`src/rtl/wb_regfile_stage.sv`:
```
// Write-back stage: selects the write-back value, commits it to the 32x32 register file,
// and serves the two ID read ports. Define WB_BYPASS_EN to get same-cycle write-through on reads.
module wb_regfile_stage #(
    parameter int DATA_W   = 32,
    parameter int ADDR_W   = 5,
    parameter int NUM_REGS = 32,
    parameter int CNT_W    = 32
) (
    input  logic              Clk,
    input  logic              Rst_n,
    input  logic              RegWrite_WB,
    input  logic              MemtoReg_WB,
    input  logic [DATA_W-1:0] ReadMem_WB,
    input  logic [DATA_W-1:0] ALUResult_WB,
    input  logic [ADDR_W-1:0] WriteReg_WB,
    input  logic [ADDR_W-1:0] ReadReg1,
    input  logic [ADDR_W-1:0] ReadReg2,
    output logic [DATA_W-1:0] ReadData1,
    output logic [DATA_W-1:0] ReadData2,
    output logic [DATA_W-1:0] WriteData_WB,
    output logic              WriteValid_WB,
    output logic [CNT_W-1:0]  RetireCount
);

    logic [DATA_W-1:0] r_regs [NUM_REGS];
    logic [CNT_W-1:0]  r_retire;
    logic [DATA_W-1:0] w_wdata;
    logic              w_wvalid;
    logic [DATA_W-1:0] w_arr_rd1;
    logic [DATA_W-1:0] w_arr_rd2;

    always_comb begin
        w_wdata  = MemtoReg_WB ? ReadMem_WB : ALUResult_WB;
        w_wvalid = RegWrite_WB && (WriteReg_WB != '0);
    end

    // Entry 0 is never written, so guarding the read keeps r0 at zero regardless of array contents.
    always_ff @(posedge Clk) begin
        if (!Rst_n) begin
            r_regs   <= '{default: '0};
            r_retire <= '0;
        end else if (w_wvalid) begin
            r_regs[WriteReg_WB] <= w_wdata;
            r_retire            <= r_retire + CNT_W'(1);
        end
    end

    always_comb begin
        w_arr_rd1 = (ReadReg1 == '0) ? '0 : r_regs[ReadReg1];
        w_arr_rd2 = (ReadReg2 == '0) ? '0 : r_regs[ReadReg2];
    end

`ifdef WB_BYPASS_EN
    // Write-through: a read of the register being committed sees the new value this cycle.
    always_comb begin
        ReadData1 = w_arr_rd1;
        ReadData2 = w_arr_rd2;
        if (w_wvalid && (ReadReg1 == WriteReg_WB)) ReadData1 = w_wdata;
        if (w_wvalid && (ReadReg2 == WriteReg_WB)) ReadData2 = w_wdata;
    end
`else
    always_comb begin
        ReadData1 = w_arr_rd1;
        ReadData2 = w_arr_rd2;
    end
`endif

    assign WriteData_WB  = w_wdata;
    assign WriteValid_WB = w_wvalid;
    assign RetireCount   = r_retire;

endmodule

```
`config.mk`:
```
export PLATFORM = sky130hd
export DESIGN_NAME = wb_regfile_stage
export DESIGN_NICKNAME = d
export VERILOG_FILES = /design/src/rtl/wb_regfile_stage.sv
export SDC_FILE = /design/constraint.sdc
export NUM_CORES = 2
export LEC_CHECK = 0
export CORE_AREA = 8 8 252 436
export CTS_CLUSTER_SIZE = 24
export DETAILED_ROUTE_END_ITERATION = 8
export DIE_AREA = 0 0 260 444
export PLACE_DENSITY = 0.66
export SLEW_MARGIN = 20
export SYNTH_ARGS = -nofsm -noshare
export SYNTH_HDL_FRONTEND = slang
export SYNTH_SLANG_ARGS = --single-unit
```
`constraint.sdc`:
```
create_clock -name Clk -period 5.9 [get_ports Clk]
set_input_delay 1.18 -clock Clk [delete_from_list [all_inputs] [get_ports Clk]]
set_output_delay 1.18 -clock Clk [all_outputs]
set_load 0.01 [all_outputs]
```
==> implementation parameters <==
Parameter                              Value

Run status
  Run status    completed

Global route
  Pin count of the biggest net entering global routing    144
  Wire length of the first global-routing pass    282000 um
  Total global routing track utilization    between 30 and 40%
  Total gr overflow    0
  Vias in the first global route    about 43000
  Number of antenna violations at the first check in global routing    7

Route
  Initial detailed-routing violation count    slightly above 5000
  Via count of the routed design    roughly 44000
  Post-DRT Antenna Nets    0
  Drt pass-1 iters    6
  DRC    0
  Aggregate routed wire length    approximately 190000 um
  Number of vias per cell    about 7
  Wirelength per Cell    between 20 and 30 um

STA
  Skew final    ~18 ps
  Worst-case headroom to the max-slew limit    13.6%
  Part of the cycle the worst path needs    a little over nine tenths
  Achievable frequency    ~0.18 GHz
  Count of final max-slew check failures    0
  RSZ-0062 raised after global routing    false
  Hold Violations, Final    0
  Post-Route Hold Slack    480 ps
  Setup ws final    between 200 and 300 ps
  Final setup violating endpoints    0
  Final period demand of the worst path    between 5000 and 6000 ps
  Total negative slack for setup checks    0 ps
  Least-Margin Pin Slew    ~1300 ps

CTS
  Hold Buf Count CTS    0
  Worst-case clock buffer depth    3
  Number of buffers added for setup after CTS    0
  Number of clock sinks    1056
  H-Tree Depth    3
  Clock transition at the register clock pins on the worst setup and hold paths after CTS    around 60 ps
  Post_cts resized    0
  Clock latency on the worst-skew pair    710 ps
  Root buffer cell    sky130_fd_sc_hd__clkbuf_16
  Clock buffer count from CTS    95
  Clock tree from TritonCTS    yes

Logic synthesis
  Ys async rst share    0%
  Flip-flop and latch count after synthesis    approximately 1100
  Gate count of the mapped netlist    about 5100
  Most used flip-flop cell after synthesis    sky130_fd_sc_hd__dfxtp_1
  Synth Warn #    0
  Synth Cell Area    52400 um2
  Post-Syn Area per Cell    between 10 and 15 um2
  Number of different library cells in the post-synthesis netlist    between 50 and 60
  Post-Syn Nets    between 5000 and 6000
  Part of the Yosys area used for sequential elements    40.3%
  Count of flip-flops with a built-in enable after synthesis    0

Setup path
  Biggest fanout along the worst timing path    14
  Worst setup path class    in -> out
  Element type at the critical path start    input pin
  Data required time at the worst endpoint    4720 ps
  Kind of end point of the critical path    output port
  Arr. time, crit path    4450 ps

Power and ir drop
  Static Leakage    between 15 and 20 nW
  Maximum resistive drop on vdd    between 0.2 and 0.25 mV
  Cell Pwr Density    264 nW/um2
  Power Total    between 15 and 20 mW

Placed design
  Number of buffers added on ports    about 210
  Gp weighted congestion    approximately 0.90
  Pre-CTS worst setup slack    roughly 310 ps
  Detailed-placement wirelength estimate    around 120000 um

Layout
  Share of layout cells above drive strength 1    roughly 17%
  Final layout net count    between 5000 and 6000
  Synth-to-layout area growth    13.0%

Run
  Max-cap violation count    0

Die
  Standard-cell rows    ~160
  Total Die Area    ~120000 um2
  Starting density of the core    between 50 and 60%
  Std-Cell Core Area    roughly 100000 um2
  I/O Pins    212
  Die Height    around 440 um
  Die width    260 um

Hold path
  Min-Delay Path Class    reg -> reg
per-stage QoR:
step | instances | utilization (%) | instance area [um2]
floorplan | 5149 | - | 52400
CTS | 6463 | 57.0 | 59200
global placement | 6287 | 53.9 | 56000
finish | 6466 | 57.0 | 59200
global route | 6464 | 57.0 | 59200
detailed placement | 6287 | 53.9 | 56000
where the power goes:
group	internal, mW	total (mW)	switching [mW]
Sequential	7.21	7.29	0.0718
Clock	3.65	6.56	2.91
Combinational	0.642	1.78	1.13
Total	11.5	15.6	4.12
Yosys cell counts, drive strengths merged, types with 7 or more instances:
cell type,instances,area share (%)
or4,10,0.14
nor2,1035,7.7
nand2,20,0.14
a31oi,11,0.13
o32ai,7,0.12
a22oi,84,1.2
nor2b,43,0.51
clkbuf,406,2.9
a22o,57,0.95
inv,40,0.29
buf,222,2.6
mux4,383,16
o31ai,10,0.14
dfxtp,1056,40
a2111oi,60,1.1
or3,10,0.12
nand2b,12,0.14
o22ai,73,0.87
o41ai,7,0.12
a211oi,1020,15
nand3b,7,0.10
nand3,11,0.11
nor3,45,0.43
mux2,26,0.56
nor4,18,0.21
mux2i,326,6.2
a21oi,51,0.49
and2,44,0.53
o311ai,7,0.12
o21ai,8,0.076
final timing paths:
kind                   start         endpoint  slack [ps]  depth (start not counted)
max reg2reg  RetireCount[11]  RetireCount[25]        3500                          4
max              ReadReg1[3]    ReadData1[30]         270                          8
min reg2reg  RetireCount[31]  RetireCount[31]         480                          2
min          RetireCount[31]  RetireCount[31]         480                          2
logic make-up (layout without fill, tap and decap cells):
| logic type | after synthesis | count (layout) | share of synthesized area (%) |
|---|---|---|---|
| adder cells (fa/ha/maj) | 1 | 1 | 0.0239 |
| other | 0 | 3 | 0 |
| AO/OA/AOI/OAI | 1403 | 1403 | 20.1 |
| multiplexers | 735 | 735 | 23.2 |
| AND/OR/NAND/NOR | 1280 | 1280 | 10.5 |
| buffers and inverters | 669 | 632 | 5.78 |
| XOR/XNOR | 5 | 5 | 0.0835 |
| flip-flops | 1056 | 1056 | 40.3 |
sequential cells by signal (all words and copies together), names as in the netlist:
register and count:
r_regs 1024, RetireCount 32
layer usage:
| metal | share of wire, % | track usage, % | wire, um | up-vias |
|---|---|---|---|---|
| li1 | - | - | - | 19300 |
| met1 | 37 | 40.0 | 71400 | 21700 |
| met3 | 9.6 | 6.17 | 18500 | 715 |
| met5 | 0 | 0 | 0 | - |
| met4 | 7.2 | 21.1 | 13900 | 0 |
| met2 | 46 | 50.9 | 89000 | 2640 |
placed cells by master, fill, tap and decap left out, types with 8 or more instances in the layout:
cell type and n:
sky130_fd_sc_hd__a2111oi_0 31, sky130_fd_sc_hd__a2111oi_1 27, sky130_fd_sc_hd__a211oi_1 1020, sky130_fd_sc_hd__a21oi_1 51, sky130_fd_sc_hd__a22o_1 57, sky130_fd_sc_hd__a22oi_1 84
sky130_fd_sc_hd__a31oi_1 11, sky130_fd_sc_hd__and2_1 41, sky130_fd_sc_hd__buf_12 41, sky130_fd_sc_hd__buf_4 164, sky130_fd_sc_hd__clkbuf_1 17, sky130_fd_sc_hd__clkbuf_16 97
sky130_fd_sc_hd__clkbuf_8 25, sky130_fd_sc_hd__clkdlybuf4s50_1 201, sky130_fd_sc_hd__clkinv_2 22, sky130_fd_sc_hd__dfxtp_1 1056, sky130_fd_sc_hd__inv_1 38, sky130_fd_sc_hd__mux2_2 26
sky130_fd_sc_hd__mux2i_1 294, sky130_fd_sc_hd__mux2i_4 32, sky130_fd_sc_hd__mux4_2 383, sky130_fd_sc_hd__nand2_1 19, sky130_fd_sc_hd__nand2b_1 12, sky130_fd_sc_hd__nand3_1 10
sky130_fd_sc_hd__nor2_1 1001, sky130_fd_sc_hd__nor2_4 34, sky130_fd_sc_hd__nor2b_1 39, sky130_fd_sc_hd__nor3_1 45, sky130_fd_sc_hd__nor4_1 18, sky130_fd_sc_hd__o21ai_0 8
sky130_fd_sc_hd__o22ai_1 73, sky130_fd_sc_hd__o31ai_1 10, sky130_fd_sc_hd__or3_1 9, sky130_fd_sc_hd__or4_1 10
critical path: stages:
cell and delay, ps:
sky130_fd_sc_hd__clkdlybuf4s50_1 450, sky130_fd_sc_hd__or3b_2 780, sky130_fd_sc_hd__buf_4 360, sky130_fd_sc_hd__o221ai_1 190, sky130_fd_sc_hd__and4b_1 250, sky130_fd_sc_hd__nor3_1 490
sky130_fd_sc_hd__buf_4 210, sky130_fd_sc_hd__clkdlybuf4s50_1 530
final cells by class:
type	count	area (um2)
Fill cell	8820	44700
Multi-Input combinational cell	3424	28800
Sequential cell	1056	21100
Timing Repair Buffer	415	4160
Clock buffer	139	2840
Tap cell	1351	1690
Clock inverter	37	399
Inverter	41	161
Antenna cell	3	7.51
Power figures use the tool's default switching activity.
